$ cat src/rtl/noc_eject_unit_pkg.sv
// Shared packet layout and spike record for the NoC local ejection stage.
// Field offsets describe the 32-bit router packet; spike_t is what the buffer stores.
package noc_eject_unit_pkg;

  localparam int COORD_W     = 4;
  localparam int NEURON_ID_W = 16;
  localparam int PKT_W       = 32;

  localparam int DST_X_MSB   = 31;
  localparam int DST_X_LSB   = 28;
  localparam int DST_Y_MSB   = 27;
  localparam int DST_Y_LSB   = 24;
  localparam int SRC_X_MSB   = 23;
  localparam int SRC_X_LSB   = 20;
  localparam int SRC_Y_MSB   = 19;
  localparam int SRC_Y_LSB   = 16;
  localparam int NEURON_MSB  = 15;
  localparam int NEURON_LSB  = 0;

  localparam int SPIKE_W     = 2 * COORD_W + NEURON_ID_W;

  typedef struct packed {
    logic [COORD_W-1:0]     src_x;
    logic [COORD_W-1:0]     src_y;
    logic [NEURON_ID_W-1:0] neuron_id;
  } spike_t;

  function automatic spike_t pkt_to_spike(input logic [PKT_W-1:0] pkt);
    spike_t s;
    s.src_x     = pkt[SRC_X_MSB:SRC_X_LSB];
    s.src_y     = pkt[SRC_Y_MSB:SRC_Y_LSB];
    s.neuron_id = pkt[NEURON_MSB:NEURON_LSB];
    return s;
  endfunction

  function automatic logic dst_match(input logic [PKT_W-1:0]   pkt,
                                     input logic [COORD_W-1:0] x,
                                     input logic [COORD_W-1:0] y);
    return (pkt[DST_X_MSB:DST_X_LSB] == x) && (pkt[DST_Y_MSB:DST_Y_LSB] == y);
  endfunction

endpackage

$ cat src/rtl/noc_eject_unit_eject_fifo.sv
// First-word-fall-through spike buffer with a registered head; capacity counts the
// presented entry. Pointers carry a wrap bit so full/empty need no separate counter.
module eject_fifo #(
  parameter int WIDTH = 24,
  parameter int DEPTH = 8
) (
  input  logic                       clk,
  input  logic                       rst,
  input  logic                       wr_en,
  input  logic [WIDTH-1:0]           wr_data,
  input  logic                       rd_en,
  output logic [WIDTH-1:0]           rd_data,
  output logic                       full,
  output logic                       empty,
  output logic [$clog2(DEPTH):0]     free_count
);

  localparam int PTR_W = $clog2(DEPTH);
  localparam logic [PTR_W:0] PTR_ONE   = (PTR_W+1)'(1);
  localparam logic [PTR_W:0] DEPTH_CNT = (PTR_W+1)'(DEPTH);

  logic [WIDTH-1:0] mem_r [DEPTH];
  logic [PTR_W:0]   wr_ptr_r;
  logic [PTR_W:0]   rd_ptr_r;
  logic [WIDTH-1:0] data_r;
  logic [PTR_W:0]   wr_ptr_nxt_s;
  logic [PTR_W:0]   rd_ptr_nxt_s;
  logic [WIDTH-1:0] head_nxt_s;
  logic             full_s;
  logic             empty_s;
  logic             push_s;
  logic             pop_s;

  assign empty_s = (wr_ptr_r == rd_ptr_r);
  assign full_s  = (wr_ptr_r[PTR_W] != rd_ptr_r[PTR_W]) &&
                   (wr_ptr_r[PTR_W-1:0] == rd_ptr_r[PTR_W-1:0]);
  assign push_s  = wr_en && !full_s;
  assign pop_s   = rd_en && !empty_s;

  // Next pointers and the entry that will sit at the head after this edge
  always_comb begin
    wr_ptr_nxt_s = wr_ptr_r;
    rd_ptr_nxt_s = rd_ptr_r;
    head_nxt_s   = data_r;
    if (push_s) begin
      wr_ptr_nxt_s = wr_ptr_r + PTR_ONE;
    end else begin
      wr_ptr_nxt_s = wr_ptr_r;
    end
    if (pop_s) begin
      rd_ptr_nxt_s = rd_ptr_r + PTR_ONE;
    end else begin
      rd_ptr_nxt_s = rd_ptr_r;
    end
    // A write landing on the new head slot bypasses the array
    if (push_s && (rd_ptr_nxt_s[PTR_W-1:0] == wr_ptr_r[PTR_W-1:0])) begin
      head_nxt_s = wr_data;
    end else begin
      head_nxt_s = mem_r[rd_ptr_nxt_s[PTR_W-1:0]];
    end
  end

  // Pointer and head register update; reset flushes the buffer
  always_ff @(posedge clk) begin
    if (rst) begin
      wr_ptr_r <= '0;
      rd_ptr_r <= '0;
      data_r   <= '0;
    end else begin
      wr_ptr_r <= wr_ptr_nxt_s;
      rd_ptr_r <= rd_ptr_nxt_s;
      if (wr_ptr_nxt_s != rd_ptr_nxt_s) begin
        data_r <= head_nxt_s;
      end
    end
  end

  // Storage array write
  always_ff @(posedge clk) begin
    if (push_s) begin
      mem_r[wr_ptr_r[PTR_W-1:0]] <= wr_data;
    end
  end

  assign rd_data    = data_r;
  assign full       = full_s;
  assign empty      = empty_s;
  assign free_count = DEPTH_CNT - (wr_ptr_r - rd_ptr_r);

endmodule

$ cat src/rtl/noc_eject_unit.sv
// Local ejection stage: destination check, spike decode, buffering toward the neuron
// core, and receive/drop/misroute statistics.
module noc_eject_unit
  import noc_eject_unit_pkg::*;
#(
  parameter logic [COORD_W-1:0] ROUTER_X   = 4'd0,
  parameter logic [COORD_W-1:0] ROUTER_Y   = 4'd0,
  parameter int                 FIFO_DEPTH = 8
) (
  input  logic                   clk,
  input  logic                   rst,
  input  logic [PKT_W-1:0]       in_packet,
  input  logic                   in_valid,
  output logic                   in_ready,
  output logic                   spike_valid,
  input  logic                   spike_ready,
  output logic [NEURON_ID_W-1:0] spike_neuron_id,
  output logic [COORD_W-1:0]     spike_src_x,
  output logic [COORD_W-1:0]     spike_src_y,
  input  logic                   clr_stats,
  output logic [15:0]            rx_count,
  output logic [7:0]             drop_count,
  output logic                   misroute_err
);

  localparam int CNT_W = $clog2(FIFO_DEPTH) + 1;

  spike_t           in_spike_s;
  spike_t           head_spike_s;
  logic             match_s;
  logic             accept_s;
  logic             drop_s;
  logic             misroute_s;
  logic             fifo_full_s;
  logic             fifo_empty_s;
  logic [CNT_W-1:0] free_s;
  logic [15:0]      rx_count_r;
  logic [7:0]       drop_count_r;
  logic             misroute_r;

  assign in_spike_s = pkt_to_spike(in_packet);
  assign match_s    = dst_match(in_packet, ROUTER_X, ROUTER_Y);
  // Full is the pre-pop state, so a push into a full buffer drops even with a pop
  assign accept_s   = in_valid && match_s && !fifo_full_s;
  assign drop_s     = in_valid && match_s && fifo_full_s;
  assign misroute_s = in_valid && !match_s;

  eject_fifo #(
    .WIDTH (SPIKE_W),
    .DEPTH (FIFO_DEPTH)
  ) u_fifo (
    .clk        (clk),
    .rst        (rst),
    .wr_en      (accept_s),
    .wr_data    (in_spike_s),
    .rd_en      (spike_ready),
    .rd_data    (head_spike_s),
    .full       (fifo_full_s),
    .empty      (fifo_empty_s),
    .free_count (free_s)
  );

  // Statistics; a clear pulse overrides any same-cycle update
  always_ff @(posedge clk) begin
    if (rst || clr_stats) begin
      rx_count_r   <= 16'd0;
      drop_count_r <= 8'd0;
      misroute_r   <= 1'b0;
    end else begin
      if (accept_s) begin
        rx_count_r <= rx_count_r + 16'd1;
      end
      if (drop_s && (drop_count_r != 8'hFF)) begin
        drop_count_r <= drop_count_r + 8'd1;
      end
      if (misroute_s) begin
        misroute_r <= 1'b1;
      end
    end
  end

  // Upstream commits a cycle ahead, so keep one spare slot beyond the next write
  assign in_ready        = (free_s >= CNT_W'(2));
  assign spike_valid     = !fifo_empty_s;
  assign spike_neuron_id = head_spike_s.neuron_id;
  assign spike_src_x     = head_spike_s.src_x;
  assign spike_src_y     = head_spike_s.src_y;
  assign rx_count        = rx_count_r;
  assign drop_count      = drop_count_r;
  assign misroute_err    = misroute_r;

endmodule

$ cat config.mk
export PLATFORM = sky130hd
export DESIGN_NAME = noc_eject_unit
export DESIGN_NICKNAME = d
export VERILOG_FILES = /design/src/rtl/noc_eject_unit_pkg.sv /design/src/rtl/noc_eject_unit_eject_fifo.sv /design/src/rtl/noc_eject_unit.sv
export SDC_FILE = /design/constraint.sdc
export NUM_CORES = 1
export LEC_CHECK = 0
export CAP_MARGIN = 20
export CORE_ASPECT_RATIO = 0.9
export CORE_UTILIZATION = 55
export CTS_CLUSTER_SIZE = 16
export DETAILED_ROUTE_END_ITERATION = 7
export GPL_TIMING_DRIVEN = 0
export PLACE_DENSITY = 0.81
export SLEW_MARGIN = 5
export SYNTH_ARGS = -nofsm -noshare
export SYNTH_HDL_FRONTEND = slang
export SYNTH_HIERARCHICAL = 1
export SYNTH_SLANG_ARGS = --single-unit
$ cat constraint.sdc
create_clock -name clk -period 8.2 [get_ports clk]
set_clock_uncertainty 0.15 [all_clocks]
set_input_delay 2.05 -clock clk [delete_from_list [all_inputs] [get_ports clk]]
set_output_delay 2.05 -clock clk [all_outputs]
set_load 0.02 [all_outputs]
**Word level (Yosys, flattened, before mapping)**

Memories as Yosys holds them, arrays and structs flattened. A register that Yosys moved wholly into a read port is not among the register bits.
Cells that the tools add are included.

- Eq/ne operators: 5
- Muxes and demuxes: 4
- Add/subtract/negate cells: 6
- Magnitude comparators: 1
- Reductions and logical operators: 15

Operators with widths:

| cell | count |
|---|---|
| adder 16 x 1 -> 16 bit (second input constant) | 1 |
| logical AND 1 bit | 9 |
| adder 4 x 1 -> 4 bit (second input constant) | 2 |
| adder 8 x 1 -> 8 bit (second input constant) | 1 |
| zero test 4 bit | 2 |
| 2-to-1 mux 4 bit | 2 |
| != test 8 bit (second input constant) | 1 |
| == test 4 bit | 1 |
| greater-or-equal comparator 4 x 2 -> 1 bit (second input constant) | 1 |
| != test 4 bit | 1 |
| subtractor 4 bit | 1 |
| subtractor 4 bit (first input constant) | 1 |
| == test 3 bit | 1 |
| zero test 1 bit | 3 |
| 2-to-1 mux 1 bit | 2 |
| logical OR 1 bit | 1 |
| != test 1 bit | 1 |

- Memories kept: 1
- Logic and storage cells: 37
- Bits of input ports: 37
- Bits in registers: 33
- Bits in writable memories: 192
- Output and inout port bits: 51

Memories:

| name | depth | width | rd ports | clocked after Yosys merged registers in | wr ports | RTL line | text |
|---|---|---|---|---|---|---|---|
| u_fifo.mem_r | 8 | 24 | 1 | 1 | 1 | noc_eject_unit_eject_fifo.sv:22 | `logic [WIDTH-1:0] mem_r [DEPTH];` |

**Longest topological paths before layout**

Gate-level depths: netlist (run 1).

- Depth in word-level cells: 7
- Gate-level depth with buffers: 22
- Gate-level depth less buffers: 14

**Hierarchy**

The synthesis (run 1) kept the hierarchy.

By module, submodules not included:

| module | cells each | sequential area each (um^2) | area each (um^2) | instances |
|---|---|---|---|---|
| eject_fifo | 636 | 6406.1 | 10646.5 | 1 |
| noc_eject_unit | 146 | 500.5 | 1265.0 | 1 |

**Worst setup path after synthesis (run 1)**

Ideal clock, no wire load.

- Path kind: input-to-reg
- Start: input in_packet[25]
- End: memory u_fifo.mem_r[0][0], enable pin
- Arrival: 5264 ps
- Data required time: 7584 ps
- Setup slack: 2320 ps
- Stages: 6
- Buffers on the path: 1
- Library setup time: 466 ps
- Cells stage by stage: nor4_4 nand3_1 buf_6 inv_1 o21ai_0 nor4_1

- Word-level cells in the longest chain between the ends: 7

RTL lines:

| what | RTL line | text |
|---|---|---|
| start: declaration | noc_eject_unit.sv:12 | `input logic [PKT_W-1:0] in_packet,` |
| zero test 4 bit | noc_eject_unit_pkg.sv:39 | `return (pkt[DST_X_MSB:DST_X_LSB] == x) && (pkt[DST_Y_MSB:DST_Y_LSB] == y);` |
| logical AND 1 bit | noc_eject_unit_pkg.sv:39 |  |
| logical AND 1 bit (2 in series) | noc_eject_unit.sv:44 | `assign accept_s = in_valid && match_s && !fifo_full_s;` |
| via accept_s | noc_eject_unit.sv:31 | `logic accept_s;` |
| logical AND 1 bit | noc_eject_unit_eject_fifo.sv:37 | `assign push_s = wr_en && !full_s;` |
| 2-to-1 mux 1 bit | noc_eject_unit_eject_fifo.sv:80 | `if (push_s) begin` |
| 2-to-1 mux 1 bit (not written as such) | noc_eject_unit_eject_fifo.sv:81 | `mem_r[wr_ptr_r[PTR_W-1:0]] <= wr_data;` |
| end: declaration | noc_eject_unit_eject_fifo.sv:22 |  |

The timed path passes the listed nets, and every way through them passes these cells.

**Worst setup path after layout (run 1)**

- Start: register u_fifo.rd_ptr_r[0]
- End: output in_ready

- Word-level cells in the longest chain between the ends: 3

RTL lines:

| what | RTL line | text |
|---|---|---|
| start: declaration | noc_eject_unit_eject_fifo.sv:24 | `logic [PTR_W:0] rd_ptr_r;` |
| start signal: assignment | noc_eject_unit_eject_fifo.sv:71 | `rd_ptr_r <= rd_ptr_nxt_s;` |
| subtractor 4 bit (2 in series) | noc_eject_unit_eject_fifo.sv:88 | `assign free_count = DEPTH_CNT - (wr_ptr_r - rd_ptr_r);` |
| via free_s[3] | noc_eject_unit.sv:36 | `logic [CNT_W-1:0] free_s;` |
| greater-or-equal comparator 4 x 2 -> 1 bit | noc_eject_unit.sv:83 | `assign in_ready = (free_s >= CNT_W'(2));` |
| end: declaration | noc_eject_unit.sv:14 | `output logic in_ready,` |

The timed path passes the listed nets, and every way through them passes these cells.

==> qor.csv, run 1 <==
metric;value;unit
run status;finished clean;
number of global-route vias before repair;8592;
die width;157;microns
total clock buffers created by CTS;26;
mapped cell area;11900;sq um
Hold Vio Cnt, Final;0;
WL per Instance;26.0;microns
unrepaired setup endpoints after global routing;false;
Final Max Slew Viols;0;
post-CTS setup buffers;0;
FP Rows;50;
DR vias/cell;6.90;
CTS tree;built;
pin count of the biggest net entering global routing;25;
PwrDens;181;nW/um^2
setup TNS;0;ns
worst hold-check path type;register to register;
relative slew slack;33.5;%
Area Overhead vs Synth;19.0;%
GPL Wtd Cong;0.870;
core area;21000;sq um
min Tclk post-route;6.58;ns
signal arrival time at the worst endpoint;4.38;ns
CP Class;register to primary output;
Avg Inst Size Synth;15.2;sq um
nets@finish;957;
Worst Path Required;6.00;ns
count of cells resized by post-cts repair;0;
H-tree level count;1;
first-pass GRT wire length;48300;microns
Hold Buf Count CTS;0;
DR iter-0 viols;1000;
utilization after layout;67.4;%
grt ovf;0;
worst hold slack;0.300;ns
setup slack after layout;1.62;ns
vias;8387;
total global-route track usage;29.2;%
commonest non-fill, non-tap cell in the layout;edfxtp_1;
Synth Net Count;827;
final setup fails;0;
maximum VDD drop;170;uV
DPL Wire Length;21200;microns
Syn Inst Count;781;
post-route antenna net violation count;0;
Total Wirelength;31600;microns
Worst Setup End Kind;primary output;
Starting Density;56.6;%
yosys warns;6;
clk sinks;249;
# fillers;1435;
CTS Buffer Depth;3;
Fmax achieved;152;MHz
CP startpoint kind;register;
Skew-Pair Late Insertion Delay;0.53;ns
# IOs;88;
Slew @ Worst Pin;0.989;ns
most frequent cells in the layout;edfxtp_1, mux4_2, clkdlybuf4s50_1, dfxtp_1, nor2_1;
Leak Pwr;0.00431;uW
Worst-path clk slew;0.06;ns
Die Y;142;microns
DRC errors left;0;
initial antenna violation count;0;
port buffer count;87;
layout cells sized above 1;21.5;%
die area;22200;sq um
Root Driver;clkbuf_16;
worst slack, placed;2.23;ns
drt pass-1 iters;6;
final worst path period share;80.3;%
number of diodes;0;
maxcap violations;0;
CP max FO;10;
[through the flow]
| stage | total power [uW] | std cells | instance area (sq um) |
|---|---|---|---|
| 2_1_floorplan | 1400 | 781 | 11900 |
| 3_3_place_gp | 1440 | 1154 | 13100 |
| 3_5_place_dp | 1440 | 1169 | 13300 |
| 4_1_cts | 2570 | 1216 | 14200 |
| 5_1_grt | 2620 | 1216 | 14200 |
| 6_report | 2560 | 1216 | 14200 |
[flip-flops by register name, summed over array words and instances (netlist names)]
name,flops
u_fifo/rd_data,24
rx_count,16
misroute_err,1
drop_count,8
u_fifo/rd_ptr_r,4
u_fifo/mem_r,192
u_fifo/wr_ptr_r,4
[critical path, cell delays in order (launching register included)]
cell	delay (ns)
dfxtp_1	0.36
buf_2	0.26
buf_2	0.42
buf_2	0.35
buf_2	0.38
inv_1	0.08
ha_1	0.18
inv_1	0.08
ha_1	0.14
inv_1	0.05
fa_1	0.38
xnor2_1	0.15
xnor2_1	0.12
or3_1	0.35
clkdlybuf4s50_1	0.55
[metal layers]
layer / up-vias / global-route usage (%) / share of wire (%)
met5: - / 0 / 0
met4: 0 / 11.2 / 3.5
met3: 97 / 7.42 / 12
met2: 590 / 47.7 / 48
met1: 4173 / 37.7 / 37
li1: 3527 / - / -
[power breakdown]
part / leakage, uW / internal, uW / switching (uW)
clock network: 0.000412 / 669 / 478
registers: 0.00218 / 1360 / 0.647
logic: 0.00171 / 23.6 / 34.3
[layout make-up]
cell class / instances / area, sq um / area share (%)
Clock inverter: 12 / 125 / 0.883
Buffer: 63 / 298 / 2.10
Inverter: 15 / 56.3 / 0.397
Sequential cell: 249 / 6910 / 48.8
Clock buffer: 35 / 706 / 4.98
Multi-Input combinational cell: 454 / 4690 / 33.1
Timing Repair Buffer: 102 / 1030 / 7.24
Tap cell: 286 / 358 / 2.53
[path summary, 6_finish.rpt]
kind / start / end / slack [ns] / cells past startpoint
hold / removal: u_fifo/rd_data[6]$_SDFFE_PP0P_ / u_fifo/rd_data[6]$_SDFFE_PP0P_ / 0.30 / 2
hold reg to reg: u_fifo/rd_data[6]$_SDFFE_PP0P_ / u_fifo/rd_data[6]$_SDFFE_PP0P_ / 0.30 / 2
setup reg to reg: u_fifo/rd_ptr_r[0]$_SDFF_PP0_ / u_fifo/rd_data[12]$_SDFFE_PP0P_ / 2.52 / 22
setup / recovery: u_fifo/rd_ptr_r[0]$_SDFF_PP0_ / in_ready / 1.62 / 14
No activity file was read; power rests on OpenSTA's default activity.
==> run 2, diff against run 1 <==
--- a/config.mk
+++ b/config.mk
@@ -7,7 +7,7 @@
 export LEC_CHECK = 0
 export CAP_MARGIN = 20
 export CORE_ASPECT_RATIO = 0.9
-export CORE_UTILIZATION = 55
+export CORE_UTILIZATION = 53
 export CTS_CLUSTER_SIZE = 16
 export DETAILED_ROUTE_END_ITERATION = 7
 export GPL_TIMING_DRIVEN = 0
==> constraint.sdc (replaced) <==
create_clock -name clk -period 5.47 [get_ports clk]
set_clock_uncertainty 0.15 [all_clocks]
set_input_delay 1.3675 -clock clk [delete_from_list [all_inputs] [get_ports clk]]
set_output_delay 1.3675 -clock clk [all_outputs]
set_load 0.02 [all_outputs]
==> qor.csv, run 2 (same netlist as run 1, synthesis figures left out) <==
metric;value;unit;change
Starting Density;54.6;%;-2.1 points
Fmax achieved;188;MHz;
WL per Instance;26.0;microns;+0.30%
die area;23100;sq um;+3.7%
most frequent cells in the layout;edfxtp_1, mux4_2, clkdlybuf4s50_1, dfxtp_1, nor2_1;;
initial antenna violation count;0;;unchanged
relative slew slack;31.7;%;-1.8 points
H-tree level count;1;;unchanged
DRC errors left;0;;unchanged
Area Overhead vs Synth;20.4;%;
die width;160;microns;+1.8%
DPL Wire Length;21300;microns;+0.31%
Worst Setup End Kind;primary output;;
final instance area;14300;sq um;+1.2%
Slew @ Worst Pin;1.02;ns;+0.0355 ns
most used cell, CP;inv_1;;
commonest non-fill, non-tap cell in the layout;edfxtp_1;;
core area;21800;sq um;+3.8%
signal arrival time at the worst endpoint;3.80;ns;-0.58 ns
number of flip-flops under the largest register name;192;;unchanged
CTS Buffer Depth;3;;unchanged
# fillers;1504;;+4.8%
nets@finish;962;;+0.52%
clk sinks;249;;unchanged
critical path's top delay family;buffers and inverters;;
total global-route track usage;27.5;%;-1.6 points
DR iter-0 viols;993;;-0.70%
unrepaired setup endpoints after global routing;false;;
FP Rows;51;;+2.0%
Power, Total;4000;uW;+56%
final setup fails;0;;unchanged
worst r2r path cells;22;;unchanged
DR vias/cell;6.95;;+0.83%
worst hold-check path type;register to register;;
maximum VDD drop;269;uV;+58%
PwrDens;279;nW/um^2;+54%
number of diodes;0;;unchanged
number of global-route vias before repair;8339;;-2.9%
Skew-Pair Late Insertion Delay;0.53;ns;about the same
grt ovf;0;;unchanged
Worst Path Required;3.95;ns;-2.05 ns
pin count of the biggest net entering global routing;20;;-20%
dpl cells;1179;;+0.86%
area of the multi-input gates;4690;sq um;about the same
Hold Buf Count CTS;0;;unchanged
critical path's largest stage delay;0.54;ns;about the same
Leak Pwr;0.00438;uW;+1.6%
setup TNS;0;ns;unchanged
CP Class;register to primary output;;
Register Area;6910;sq um;unchanged
min Tclk post-route;5.31;ns;
CP startpoint kind;register;;
final worst path period share;97.1;%;
CP max FO;19;;+9
hold path cells;2;;unchanged
Root Driver;clkbuf_16;;
Stages on worst setup path;13;;-1
drt pass-1 iters;5;;-1
cell breakdown of the critical path;buf_2, buf_6, buf_4, inv_1, ha_1, inv_1, ha_1, inv_1, fa_1, xnor2_1, xnor2_1, or3_1, clkdlybuf4s50_1;;
Die Y;144;microns;+1.8%
CTS tree;built;;
Worst-path clk slew;0.06;ns;about the same
first-pass GRT wire length;47500;microns;-1.5%
GPL Wtd Cong;0.885;;+1.7%
vias;8533;;+1.7%
utilization after layout;65.7;%;-1.7 points
Total Wirelength;32000;microns;+1.2%
post-route antenna net violation count;0;;unchanged
maxcap violations;0;;unchanged
total clock buffers created by CTS;26;;unchanged
CP max stage cell;clkdlybuf4s50_1;;
Final Max Slew Viols;0;;unchanged
final cell count without fillers;1227;;+0.90%
run status;finished clean;;
# IOs;88;;unchanged
Hold Vio Cnt, Final;0;;unchanged
port buffer count;87;;unchanged
layout cells sized above 1;21.6;%;+0.076 points
Placed Area;13400;sq um;+0.46%
Buf/Inv on CP;7;;-1
run 2: repair_timing:
action	in CTS	in global routing
setup buffers	1	0
setup endpoints to repair	24	1
gates resized for setup	2	1
run 2: power breakdown:
| group | leakage (uW) | switching [uW] | internal [uW] |
|---|---|---|---|
| logic | 0.00174 | 51.2 | 35.4 |
| clock network | 0.000449 | 707 | 1170 |
| registers | 0.00218 | 1.07 | 2040 |
| total | 0.00438 | 759 | 3240 |
run 2: final timing paths:
kind | slack, ns | end | startpoint
setup / recovery | 0.16 | in_ready | u_fifo/rd_ptr_r[0]$_SDFF_PP0_
hold / removal | 0.30 | u_fifo/rd_data[9]$_SDFFE_PP0P_ | u_fifo/rd_data[9]$_SDFFE_PP0P_
setup reg to reg | 0.42 | u_fifo/rd_data[5]$_SDFFE_PP0P_ | u_fifo/rd_ptr_r[0]$_SDFF_PP0_
hold reg to reg | 0.30 | u_fifo/rd_data[9]$_SDFFE_PP0P_ | u_fifo/rd_data[9]$_SDFFE_PP0P_
run 2: worst reg2reg max path: cells and delay by family (launching register included):
kind	cells	cell delay (ns)
xor+xnor	2	0.38
buf+inv	10	2.07
fa+ha+maj	1	0.31
flops	1	0.37
simple gates	7	1.29
compound gates	2	0.41
run 2: layout make-up:
class,count,share of cell area [%]
sequential,249,48.2
inverter,15,0.393
timing repair buffer,108,7.60
buffer,62,2.10
clock inverter,14,1.37
tap,291,2.54
clock buffer,34,5.11
multi-input combinational,454,32.7
run 2: routing by layer:
metal | vias to the layer above | share of wire, % | GRT usage (%)
met3 | 115 | 12 | 5.85
li1 | 3543 | - | -
met2 | 623 | 48 | 44.8
met5 | - | 0 | 0
met4 | 0 | 4.1 | 12.6
met1 | 4252 | 36 | 35.9
run 2: through the flow:
stage                     setup WS [ns]  hold slack (ns)
after detailed placement         -0.310            0.294
after global routing            0.00825            0.336
after global placement            -3.03            0.289
final                             0.157            0.301
after floorplan                 -0.0557            0.378
after CTS                        0.0667            0.301
==> run 3, diff against run 2 <==
--- a/config.mk
+++ b/config.mk
@@ -5,9 +5,12 @@
 export SDC_FILE = /design/constraint.sdc
 export NUM_CORES = 1
 export LEC_CHECK = 0
+export ABC_AREA = 0
 export CAP_MARGIN = 20
+export CELL_PAD_IN_SITES_DETAIL_PLACEMENT = 0
+export CELL_PAD_IN_SITES_GLOBAL_PLACEMENT = 1
 export CORE_ASPECT_RATIO = 0.9
-export CORE_UTILIZATION = 53
+export CORE_UTILIZATION = 45
 export CTS_CLUSTER_SIZE = 16
 export DETAILED_ROUTE_END_ITERATION = 7
 export GPL_TIMING_DRIVEN = 0
==> qor.csv, run 3 (same netlist as run 1, synthesis figures left out) <==
metric;value;unit;change
run status;finished clean;;
grt ovf;0;;unchanged
CTS Buffer Depth;3;;unchanged
H-tree level count;1;;unchanged
Final Max Slew Viols;0;;unchanged
Worst Path Required;3.95;ns;about the same
WL per Instance;24.1;microns;-7.6%
unrepaired setup endpoints after global routing;false;;
post-route antenna net violation count;0;;unchanged
commonest non-fill, non-tap cell in the layout;edfxtp_1;;
DRC errors left;0;;unchanged
RR Startpoint;u_fifo/rd_ptr_r[0]$_SDFF_PP0_;;
maxcap violations;0;;unchanged
Total Wirelength;30900;microns;-3.4%
CP max FO;19;;unchanged
number of flip-flops under the largest register name;192;;unchanged
hold_sp;u_fifo/rd_data[7]$_SDFFE_PP0P_;;
first-pass GRT wire length;47800;microns;+0.51%
drt pass-1 iters;5;;unchanged
worst slack, placed;-0.273;ns;+0.0374 ns
Die Y;156;microns;+8.4%
Placed Area;13400;sq um;+0.36%
Fmax achieved;191;MHz;+1.2%
Slew @ Worst Pin;1.08;ns;+0.0582 ns
Hold Vio Cnt, Final;0;;unchanged
worst hold-check path type;register to register;;
total clock buffers created by CTS;26;;unchanged
core area;26000;sq um;+19%
GPL Wtd Cong;0.836;;-5.5%
CTS tree;built;;
Worst Setup End Kind;primary output;;
CP startpoint kind;register;;
Skew-Pair Late Insertion Delay;0.55;ns;+0.02 ns
number of global-route vias before repair;8246;;-1.1%
DR vias/cell;6.47;;-6.9%
port buffer count;87;;unchanged
Root Driver;clkbuf_16;;
Leak Pwr;0.00437;uW;-0.25%
final instance area;14400;sq um;+0.36%
signal arrival time at the worst endpoint;3.73;ns;-0.07 ns
pin count of the biggest net entering global routing;25;;+25%
clk sinks;249;;unchanged
final worst path period share;96.0;%;-1.2 points
PwrDens;279;nW/um^2;-0.22%
FP Rows;56;;+9.8%
die area;27100;sq um;+18%
final setup fails;0;;unchanged
min Tclk post-route;5.25;ns;-0.0645 ns
maximum VDD drop;269;uV;-0.11%
number of diodes;0;;unchanged
Worst Setup SP;u_fifo/rd_ptr_r[0]$_SDFF_PP0_;;
DPL Wire Length;21600;microns;+1.6%
setup slack after layout;0.221;ns;+0.0645 ns
total global-route track usage;23.1;%;-4.4 points
vias;8304;;-2.7%
relative slew slack;27.4;%;-4.3 points
die width;173;microns;+8.4%
nets@finish;961;;-0.10%
Starting Density;45.8;%;-8.8 points
reg2reg setup slack;0.40;ns;-0.02 ns
DR iter-0 viols;907;;-8.7%
initial antenna violation count;0;;unchanged
Area Overhead vs Synth;20.8;%;
most frequent cells in the layout;edfxtp_1, mux4_2, clkdlybuf4s50_1, dfxtp_1, nor2_1;;
layout cells sized above 1;21.9;%;+0.34 points
# IOs;88;;unchanged
Worst-path clk slew;0.06;ns;about the same
CP Class;register to primary output;;
-- run 3: cell types whose count changed in the layout (fill, tap and decap cells not counted), moves of 3 or more --
cell	change
clkinv_1	-6
buf_6	-5
buf_4	+3
clkbuf_1	+3
clkbuf_8	+3
-- run 3: path summary, 6_finish.rpt --
check | to | cells after the start
worst max-delay path | in_ready | 13
worst min register to register | u_fifo/rd_data[7]$_SDFFE_PP0P_ | 2
worst max register to register | u_fifo/rd_data[0]$_SDFFE_PP0P_ | 22
worst min-delay path | u_fifo/rd_data[7]$_SDFFE_PP0P_ | 2
-- run 3: metrics by stage --
step | setup TNS [ns] | cells | hold slack, ns | power, uW | utilization (%)
final | 0 | 1283 | 0.306 | 4010 | 55.4
after global routing | 0 | 1283 | 0.320 | 4110 | 55.4
after CTS | 0 | 1283 | 0.307 | 4040 | 55.3
after detailed placement | -4.91 | 1236 | 0.297 | 2160 | 51.7
after global placement | -450.47 | 1216 | 0.290 | 2160 | 50.8
after floorplan | -2.67 | 781 | 0.378 | 2100 | -
-- run 3: report_power, final --
part	leakage, uW	internal [uW]	switching, uW
combinational	0.00173	35.4	50.7
sequential	0.00218	2030	1.03
clock	0.000448	1150	733
-- run 3: area by class of cell --
cell class / count / area, sq um
clock inverters: 9 / 174
clock buffers: 39 / 759
multi-input cells: 454 / 4690
fillers: 2087 / 11600
flip-flops and latches: 249 / 6910
well taps: 348 / 435
repair buffers: 107 / 1060
plain buffers: 62 / 308
inverters: 15 / 56.3
-- run 3: repair_timing --
item                                    CTS  global route
setup buffers                             0             0
hold buffers                              0             0
gates resized for setup                   2             3
endpoints found under the setup margin   22            21
-- run 3: critical path, stage by stage (launching register included) --
cell             delay (ns)
dfxtp_1                0.38
clkbuf_4               0.26
buf_8                  0.23
buf_4                  0.29
inv_1                  0.07
ha_1                   0.18
inv_1                  0.05
ha_1                   0.13
inv_1                  0.04
fa_1                   0.37
xnor2_1                0.14
xnor2_1                0.12
or3_1                  0.37
clkdlybuf4s50_1        0.54
-- run 3: metal layers --
layer	track usage, %	vias to the layer above	routed length, microns
li1	-	3539	-
met1	30.8	4195	12300
met2	37.6	471	14400
met3	4.11	99	2760
met4	9.73	0	1360
met5	0	-	0
